File: config.mk
export PLATFORM = sky130hd
export DESIGN_NAME = lcd_pattern_gen
export DESIGN_NICKNAME = d
export VERILOG_FILES = /design/src/rtl/lcd_pattern_gen.sv
export SDC_FILE = /design/constraint.sdc
export NUM_CORES = 1
export LEC_CHECK = 0
export ABC_AREA = 1
export CAP_MARGIN = 20
export CELL_PAD_IN_SITES_DETAIL_PLACEMENT = 0
export CELL_PAD_IN_SITES_GLOBAL_PLACEMENT = 1
export CORE_MARGIN = 2
export CORE_UTILIZATION = 42
export CTS_BUF_LIST = sky130_fd_sc_hd__clkbuf_4 sky130_fd_sc_hd__clkbuf_8
export CTS_CLUSTER_SIZE = 10
export DETAILED_ROUTE_END_ITERATION = 16
export HOLD_SLACK_MARGIN = 0.15
export PLACE_DENSITY_LB_ADDON = 0.05
export SLEW_MARGIN = 25
export SYNTH_ARGS = -nofsm -noshare
export SYNTH_HDL_FRONTEND = slang
export SYNTH_SLANG_ARGS = --single-unit
File: constraint.sdc
create_clock -name VGA_CLK -period 1.9 [get_ports VGA_CLK]
set_input_delay 0.19 -clock VGA_CLK [delete_from_list [all_inputs] [get_ports VGA_CLK]]
set_output_delay 0.19 -clock VGA_CLK [all_outputs]
set_load 0.01 [all_outputs]
File: src/rtl/lcd_pattern_gen.sv
// lcd_pattern_gen: button-selected RGB565 test patterns with 2-cycle sync-matched pipeline; LCD_PATTERN_BORDER_EN adds a white frame border
module lcd_pattern_gen #(
  parameter int H_ACTIVE        = 480,
  parameter int V_ACTIVE        = 272,
  parameter int DEBOUNCE_CYCLES = 90000
) (
  input  logic       VGA_CLK,
  input  logic       RESETn,
  input  logic       BTN_MODE,
  input  logic       HSYNC_IN,
  input  logic       VSYNC_IN,
  input  logic       DEN_IN,
  input  logic [9:0] XPOS_IN,
  input  logic [9:0] YPOS_IN,
  output logic       HSYNC_OUT,
  output logic       VSYNC_OUT,
  output logic       DEN_OUT,
  output logic [4:0] LCD_R,
  output logic [5:0] LCD_G,
  output logic [4:0] LCD_B,
  output logic [1:0] MODE,
  output logic [7:0] FRAME_CNT
);
  localparam int DW = $clog2(DEBOUNCE_CYCLES + 1);
  logic          btn_s1, btn_s2, btn_lvl, db_hit, press, pending;
  logic [DW-1:0] db_cnt;
  logic          vs_valid, vs_prev, frame_start;
  logic          hs1, vs1, den1, vis1, scr1, border;
  logic [8:4]    x1;
  logic [8:3]    y1;
  logic [2:0]    bar1, bar_n;
  logic          vis_n, scr_n;
  logic [4:0]    r_n, b_n;
  logic [5:0]    g_n;
`ifdef LCD_PATTERN_BORDER_EN
  logic          brd1;
  assign border = brd1;
`else
  assign border = 1'b0;
`endif
  // two-flop synchroniser for the asynchronous button
  always_ff @(posedge VGA_CLK or negedge RESETn)
    if (!RESETn) {btn_s2, btn_s1} <= 2'b11;
    else {btn_s2, btn_s1} <= {btn_s1, BTN_MODE};
  // a level is accepted only after it differs from the accepted level for DEBOUNCE_CYCLES cycles in a row
  assign db_hit = (btn_s2 != btn_lvl) && (db_cnt == DW'(DEBOUNCE_CYCLES - 1));
  assign press  = db_hit && !btn_s2;
  // debounce counter and accepted level
  always_ff @(posedge VGA_CLK or negedge RESETn)
    if (!RESETn) begin
      btn_lvl <= 1'b1;
      db_cnt  <= '0;
    end else begin
      db_cnt <= (btn_s2 == btn_lvl || db_hit) ? '0 : db_cnt + DW'(1);
      if (db_hit) btn_lvl <= btn_s2;
    end
  // vs_prev only reflects a real post-reset sample, so a VSYNC held low through reset is not an edge
  assign frame_start = vs_prev && !vs1;
  // frame counter, pending press and mode stepping at frame start
  always_ff @(posedge VGA_CLK or negedge RESETn)
    if (!RESETn) begin
      vs_valid  <= 1'b0;
      vs_prev   <= 1'b0;
      pending   <= 1'b0;
      MODE      <= '0;
      FRAME_CNT <= '0;
    end else begin
      vs_valid <= 1'b1;
      vs_prev  <= vs_valid && vs1;
      pending  <= (pending && !frame_start) || press;
      if (frame_start) begin
        FRAME_CNT <= FRAME_CNT + 8'd1;
        if (pending) MODE <= MODE + 2'd1;
      end
    end
  // bar index from a chain of boundary comparators
  always_comb begin
    bar_n = '0;
    for (int i = 1; i < 8; i++) bar_n = bar_n + 3'(XPOS_IN >= 10'(i * (H_ACTIVE / 8)));
  end
  assign vis_n = DEN_IN && (XPOS_IN < 10'(H_ACTIVE)) && (YPOS_IN < 10'(V_ACTIVE));
  assign scr_n = (((XPOS_IN + 10'(FRAME_CNT)) & 10'd32) != '0) ^ YPOS_IN[5];
  // stage 1: delayed timing plus pre-decoded pattern terms
  always_ff @(posedge VGA_CLK or negedge RESETn)
    if (!RESETn) begin
      hs1  <= 1'b1;
      vs1  <= 1'b1;
      den1 <= 1'b0;
      vis1 <= 1'b0;
      scr1 <= 1'b0;
      bar1 <= '0;
      x1   <= '0;
      y1   <= '0;
`ifdef LCD_PATTERN_BORDER_EN
      brd1 <= 1'b0;
`endif
    end else begin
      hs1  <= HSYNC_IN;
      vs1  <= VSYNC_IN;
      den1 <= DEN_IN;
      vis1 <= vis_n;
      scr1 <= scr_n;
      bar1 <= bar_n;
      x1   <= XPOS_IN[8:4];
      y1   <= YPOS_IN[8:3];
`ifdef LCD_PATTERN_BORDER_EN
      brd1 <= DEN_IN && (XPOS_IN == '0 || XPOS_IN == 10'(H_ACTIVE - 1) ||
                         YPOS_IN == '0 || YPOS_IN == 10'(V_ACTIVE - 1));
`endif
    end
  // pattern colour for the currently applied mode
  always_comb begin
    r_n = MODE == 2'd0 ? {5{x1[5] ^ y1[5]}} : MODE == 2'd1 ? {5{~bar1[1]}} : MODE == 2'd2 ? x1[8:4] : {5{scr1}};
    g_n = MODE == 2'd0 ? {6{x1[6] ^ y1[6]}} : MODE == 2'd1 ? {6{~bar1[2]}} : MODE == 2'd2 ? y1[8:3] : {6{scr1}};
    b_n = MODE == 2'd0 ? {5{x1[7] ^ y1[7]}} : MODE == 2'd1 ? {5{~bar1[0]}} : MODE == 2'd2 ? FRAME_CNT[7:3] : {5{scr1}};
  end
  // stage 2: blanked colour and delay-matched syncs
  always_ff @(posedge VGA_CLK or negedge RESETn)
    if (!RESETn) begin
      HSYNC_OUT <= 1'b1;
      VSYNC_OUT <= 1'b1;
      DEN_OUT   <= 1'b0;
      LCD_R     <= '0;
      LCD_G     <= '0;
      LCD_B     <= '0;
    end else begin
      HSYNC_OUT <= hs1;
      VSYNC_OUT <= vs1;
      DEN_OUT   <= den1;
      LCD_R     <= vis1 ? (border ? 5'h1f : r_n) : 5'h0;
      LCD_G     <= vis1 ? (border ? 6'h3f : g_n) : 6'h0;
      LCD_B     <= vis1 ? (border ? 5'h1f : b_n) : 5'h0;
    end
endmodule

==> impl_metrics.xml <==
<?xml version="1.0" encoding="UTF-8"?>
<metrics>
  <group name="clock_tree">
    <metric name="cts.path.max_buffers" unit="">2</metric>
    <metric name="tritoncts_clock_tree" unit="">built</metric>
    <metric name="clock_latency" unit="ns">0.35</metric>
    <metric name="clk_pin_slew_worst_paths" unit="ns">0.07</metric>
    <metric name="h_tree_level_count" unit="">3</metric>
    <metric name="cts_sinks" unit="">71</metric>
    <metric name="tritoncts.num_buffers" unit="">9</metric>
    <metric name="clk_root_buffer_cell" unit="">sky130_fd_sc_hd__clkbuf_8</metric>
  </group>
  <group name="floorplanning">
    <metric name="core-area" unit="µm²">7810</metric>
    <metric name="die_h" unit="µm">94.3</metric>
    <metric name="floorplan.die.width" unit="µm">94.3</metric>
    <metric name="placementRows" unit="">32</metric>
    <metric name="fp.dieArea" unit="µm²">8880</metric>
    <metric name="initial_utilization" unit="%">43.8</metric>
    <metric name="ioPinCount" unit="">55</metric>
  </group>
  <group name="worst_setup_path">
    <metric name="ff2ff_path_depth" unit="">7</metric>
    <metric name="worst_setup_path_start_kind" unit="">primary input</metric>
    <metric name="worstPathRequired" unit="ns">2.18</metric>
    <metric name="crit_family" unit="">adder cells</metric>
    <metric name="crit_path_end_kind" unit="">flop</metric>
    <metric name="path_max_fanout" unit="">3</metric>
    <metric name="timing.critical_path.depth" unit="">9</metric>
    <metric name="slowest_cell_on_the_critical_path" unit="">sky130_fd_sc_hd__fa_2</metric>
    <metric name="crit_chain" unit="">buf_6 &gt; nor2_4 &gt; nand2_2 &gt; a31oi_4 &gt; fa_1 &gt; fa_1 &gt; inv_1 &gt; fa_2 &gt; fa_2</metric>
    <metric name="crit_type" unit="">in2reg</metric>
    <metric name="critPathMaxStageDelay" unit="ns">0.52</metric>
    <metric name="cp.arrival" unit="ns">2.54</metric>
    <metric name="worstPathBufferInverterCount" unit="">2</metric>
  </group>
  <group name="timing">
    <metric name="finClkSkew" unit="ns">0.0115</metric>
    <metric name="timing.final.crit_share" unit="%">119</metric>
    <metric name="rsz0062_at_grt" unit="">true</metric>
    <metric name="max_clock_freq" unit="MHz">443</metric>
    <metric name="timing.final.setup_violations" unit="">3</metric>
    <metric name="worst_slew_pin_slew" unit="ns">0.603</metric>
    <metric name="final_period_minus_worst_setup_slack" unit="ns">2.26</metric>
    <metric name="report.final.hold_viol_count" unit="">0</metric>
    <metric name="finalMaxSlewViolations" unit="">0</metric>
    <metric name="setup_slack" unit="ns">-0.358</metric>
    <metric name="relSlewSlack" unit="%">59.8</metric>
  </group>
  <group name="yosys">
    <metric name="synth-seq-area-share" unit="%">52.2</metric>
    <metric name="async_flop_share" unit="%">100</metric>
    <metric name="syn-instance-count" unit="">388</metric>
    <metric name="per_instance_average_area_after_synthesis" unit="µm²">8.82</metric>
    <metric name="synthFlopType" unit="">sky130_fd_sc_hd__dfrtp_1</metric>
    <metric name="ys_warn_count" unit="">0</metric>
    <metric name="synthesized_net_count" unit="">427</metric>
    <metric name="synth-edff-count" unit="">0</metric>
    <metric name="ys_types" unit="">35</metric>
    <metric name="post_synth_design_cell_area" unit="µm²">3420</metric>
    <metric name="ys_seq_elements" unit="">71</metric>
  </group>
  <group name="power_and_ir_drop">
    <metric name="switchingPower" unit="mW">1.02</metric>
    <metric name="power_per_cell_area" unit="nW/µm²">793</metric>
    <metric name="cellInternalPower" unit="mW">2.61</metric>
    <metric name="power.sequential.fraction" unit="%">47.3</metric>
    <metric name="net_switching_fraction_of_the_power" unit="%">28.0</metric>
    <metric name="clockPowerShare" unit="%">33.3</metric>
    <metric name="vdd.ir_drop.worst" unit="V">0.000424</metric>
    <metric name="leakage" unit="nW">2.11</metric>
    <metric name="power.total" unit="mW">3.63</metric>
    <metric name="power_frac_comb" unit="%">19.4</metric>
  </group>
  <group name="drt">
    <metric name="route.detailed.drc" unit="">0</metric>
    <metric name="initialDrtViolationCount" unit="">80</metric>
    <metric name="post_drt_via_cell_ratio" unit="">4.70</metric>
    <metric name="average_wire_per_cell_in_the_routed_design" unit="µm">12.8</metric>
    <metric name="drtAntennaViolNets" unit="">0</metric>
    <metric name="drtPass1Iterations" unit="">4</metric>
    <metric name="routed-via-count" unit="">2742</metric>
    <metric name="drt_wl_total" unit="mm">7.45</metric>
  </group>
  <group name="placement">
    <metric name="dp_hpwl" unit="mm">5.39</metric>
    <metric name="port_buffers" unit="">51</metric>
    <metric name="placement_stage_worst_setup_slack" unit="ns">-1.16</metric>
    <metric name="routabilityCongestion" unit="">0.786</metric>
  </group>
  <group name="global_routing">
    <metric name="overflow" unit="">0</metric>
    <metric name="grt_antenna_before_repair" unit="">0</metric>
    <metric name="first_pass_grt_wire_length" unit="mm">12.4</metric>
    <metric name="grt_pass1_vias" unit="">2596</metric>
    <metric name="grt_max_degree" unit="">27</metric>
    <metric name="track_usage" unit="%">18.4</metric>
  </group>
  <group name="finish">
    <metric name="finish.net_count" unit="">516</metric>
    <metric name="post_route_cells_drive_above_1_share" unit="%">16.8</metric>
    <metric name="multi_input_area" unit="µm²">1520</metric>
    <metric name="final_core_util" unit="%">58.6</metric>
    <metric name="n_fill_cell" unit="">711</metric>
    <metric name="area.growth.synth_to_final" unit="%">33.8</metric>
    <metric name="num_antenna_cells" unit="">0</metric>
    <metric name="sequential_cell_area" unit="µm²">1790</metric>
  </group>
  <group name="status">
    <metric name="run_status" unit="">finished, violations left</metric>
    <metric name="violations" unit="">negative setup slack</metric>
  </group>
  <group name="hold_path">
    <metric name="hold_class" unit="">in2reg</metric>
    <metric name="hold_depth" unit="">1</metric>
  </group>
  <group name="flow_run">
    <metric name="cap_viol_max_count" unit="">0</metric>
  </group>
</metrics>
[final cells by class]
| type | count | share of cell area (%) |
|---|---|---|
| clock inverters | 5 | 1.28 |
| repair buffers | 84 | 17.4 |
| clock buffers | 11 | 3.17 |
| multi-input cells | 275 | 33.2 |
| inverters | 36 | 3.06 |
| flip-flops and latches | 71 | 39.0 |
| well taps | 102 | 2.79 |
[synthesized netlist by cell type, types with 2 or more instances]
cell type / number / area share (%)
sky130_fd_sc_hd__a21oi_1: 19 / 2.8
sky130_fd_sc_hd__a31oi_1: 2 / 0.37
sky130_fd_sc_hd__clkbuf_1: 3 / 0.33
sky130_fd_sc_hd__dfrtp_1: 64 / 47
sky130_fd_sc_hd__dfstp_2: 7 / 5.4
sky130_fd_sc_hd__fa_1: 4 / 2.3
sky130_fd_sc_hd__ha_1: 9 / 3.3
sky130_fd_sc_hd__inv_1: 34 / 3.7
sky130_fd_sc_hd__nand2_1: 100 / 11
sky130_fd_sc_hd__nand3_1: 20 / 2.9
sky130_fd_sc_hd__nand4_1: 9 / 1.6
sky130_fd_sc_hd__nor2_1: 48 / 5.3
sky130_fd_sc_hd__nor2_2: 3 / 0.55
sky130_fd_sc_hd__nor2_4: 3 / 0.99
sky130_fd_sc_hd__nor3_1: 2 / 0.29
sky130_fd_sc_hd__o21ai_0: 22 / 3.2
sky130_fd_sc_hd__o21bai_1: 3 / 0.66
sky130_fd_sc_hd__xnor2_1: 7 / 1.8
sky130_fd_sc_hd__xor2_1: 13 / 3.3
[state kept, by name, summed over array words and instances (netlist names)]
signal / flops
db_cnt: 17
FRAME_CNT: 8
LCD_G: 6
y1: 6
LCD_B: 5
LCD_R: 5
x1: 5
bar1: 3
MODE: 2
DEN_OUT: 1
HSYNC_OUT: 1
VSYNC_OUT: 1
btn_lvl: 1
btn_s1: 1
btn_s2: 1
den1: 1
hs1: 1
pending: 1
scr1: 1
vis1: 1
vs1: 1
vs_prev: 1
vs_valid: 1
[power by group through the flow]
stage               clock network [mW]  logic, mW  registers, mW
floorplan                            0      0.357           1.74
global placement                     0      0.664           1.74
detailed placement                   0      0.668           1.75
CTS                               1.26      0.699           1.72
global route                      1.32      0.805           1.73
finish                            1.21      0.705           1.72
[cells in the final DEF (no fill, tap or decap), drive strengths merged]
| cell type | instances |
|---|---|
| a31oi | 2 |
| clkinvlp | 2 |
| o21bai | 3 |
| o211ai | 1 |
| dlygate4sd3 | 6 |
| dfrtp | 64 |
| clkinv | 3 |
| clkdlybuf4s50 | 42 |
| nand4 | 9 |
| dlygate4sd2 | 1 |
| buf | 35 |
| inv | 35 |
| nand3b | 1 |
| a21oi | 19 |
| a21boi | 1 |
| fa | 4 |
| a41oi | 1 |
| nand2 | 102 |
| nor3 | 2 |
| nor2 | 54 |
| nand3 | 21 |
| xor2 | 13 |
| xnor2 | 7 |
| o21a | 1 |
| o21ai | 22 |
| conb | 1 |
| dfstp | 7 |
| nor4 | 1 |
| ha | 9 |
| bufinv | 1 |
| clkbuf | 11 |
| or2 | 1 |
[metrics by stage]
| stage | cells | instance area (µm²) | setup TNS, ns | hold slack (ns) |
|---|---|---|---|---|
| after floorplan | 388 | 3460 | -1.19 | -0.106 |
| after detailed placement | 554 | 4210 | -3.07 | 0.238 |
| final | 584 | 4580 | -0.595 | 0.240 |
| after CTS | 580 | 4540 | -0.559 | 0.222 |
| after global routing | 584 | 4580 | -0.727 | 0.229 |
| after global placement | 554 | 4210 | -2.75 | 0.226 |
[timing repair]
action | CTS | global route
setup endpoints to repair | 3 | 3
endpoints found under the hold margin | 22 | 0
pin swaps | 6 | 4
buffers inserted | 4 | 4
hold buffers | 6 | 0
resized for setup | 50 | 4
[kinds of logic (layout without fill, tap and decap cells)]
family	after synthesis	count (layout)	synth area share [%]
AND/OR/NAND/NOR	191	191	24.0
flip-flops	71	71	52.2
AO/OA/AOI/OAI	50	50	7.94
buffers and inverters	42	136	4.97
XOR/XNOR	20	20	5.12
adder cells (fa/ha/maj)	13	13	5.63
other	1	1	0.110
[worst paths after layout]
check	startpoint	slack (ns)	to
max	XPOS_IN[8]	-0.36	bar1[1]
min in group asynchronous	RESETn	0.37	db_cnt[2]
min reg2reg	den1	0.35	DEN_OUT
max reg2reg	MODE[0]	0.30	LCD_B[4]
min	BTN_MODE	0.24	btn_s1
max in group asynchronous	RESETn	0.92	hs1
[layer usage]
| layer | global-route usage, % | wire length (µm) |
|---|---|---|
| met1 | 26.9 | 3750 |
| met2 | 25.5 | 3200 |
| met3 | 5.14 | 372 |
| met4 | 7.61 | 127 |
| met5 | 0 | 0 |
[worst register-to-register path, delay by kind of cell (launching register included)]
family                   cells  cell delay (ns)
AND/OR/NAND/NOR              3             0.51
AO/OA/AOI/OAI                2             0.32
flip-flops                   1             0.40
adder cells (fa/ha/maj)      1             0.17
buffers and inverters        1             0.13
No activity file was read; power rests on OpenSTA's default activity.
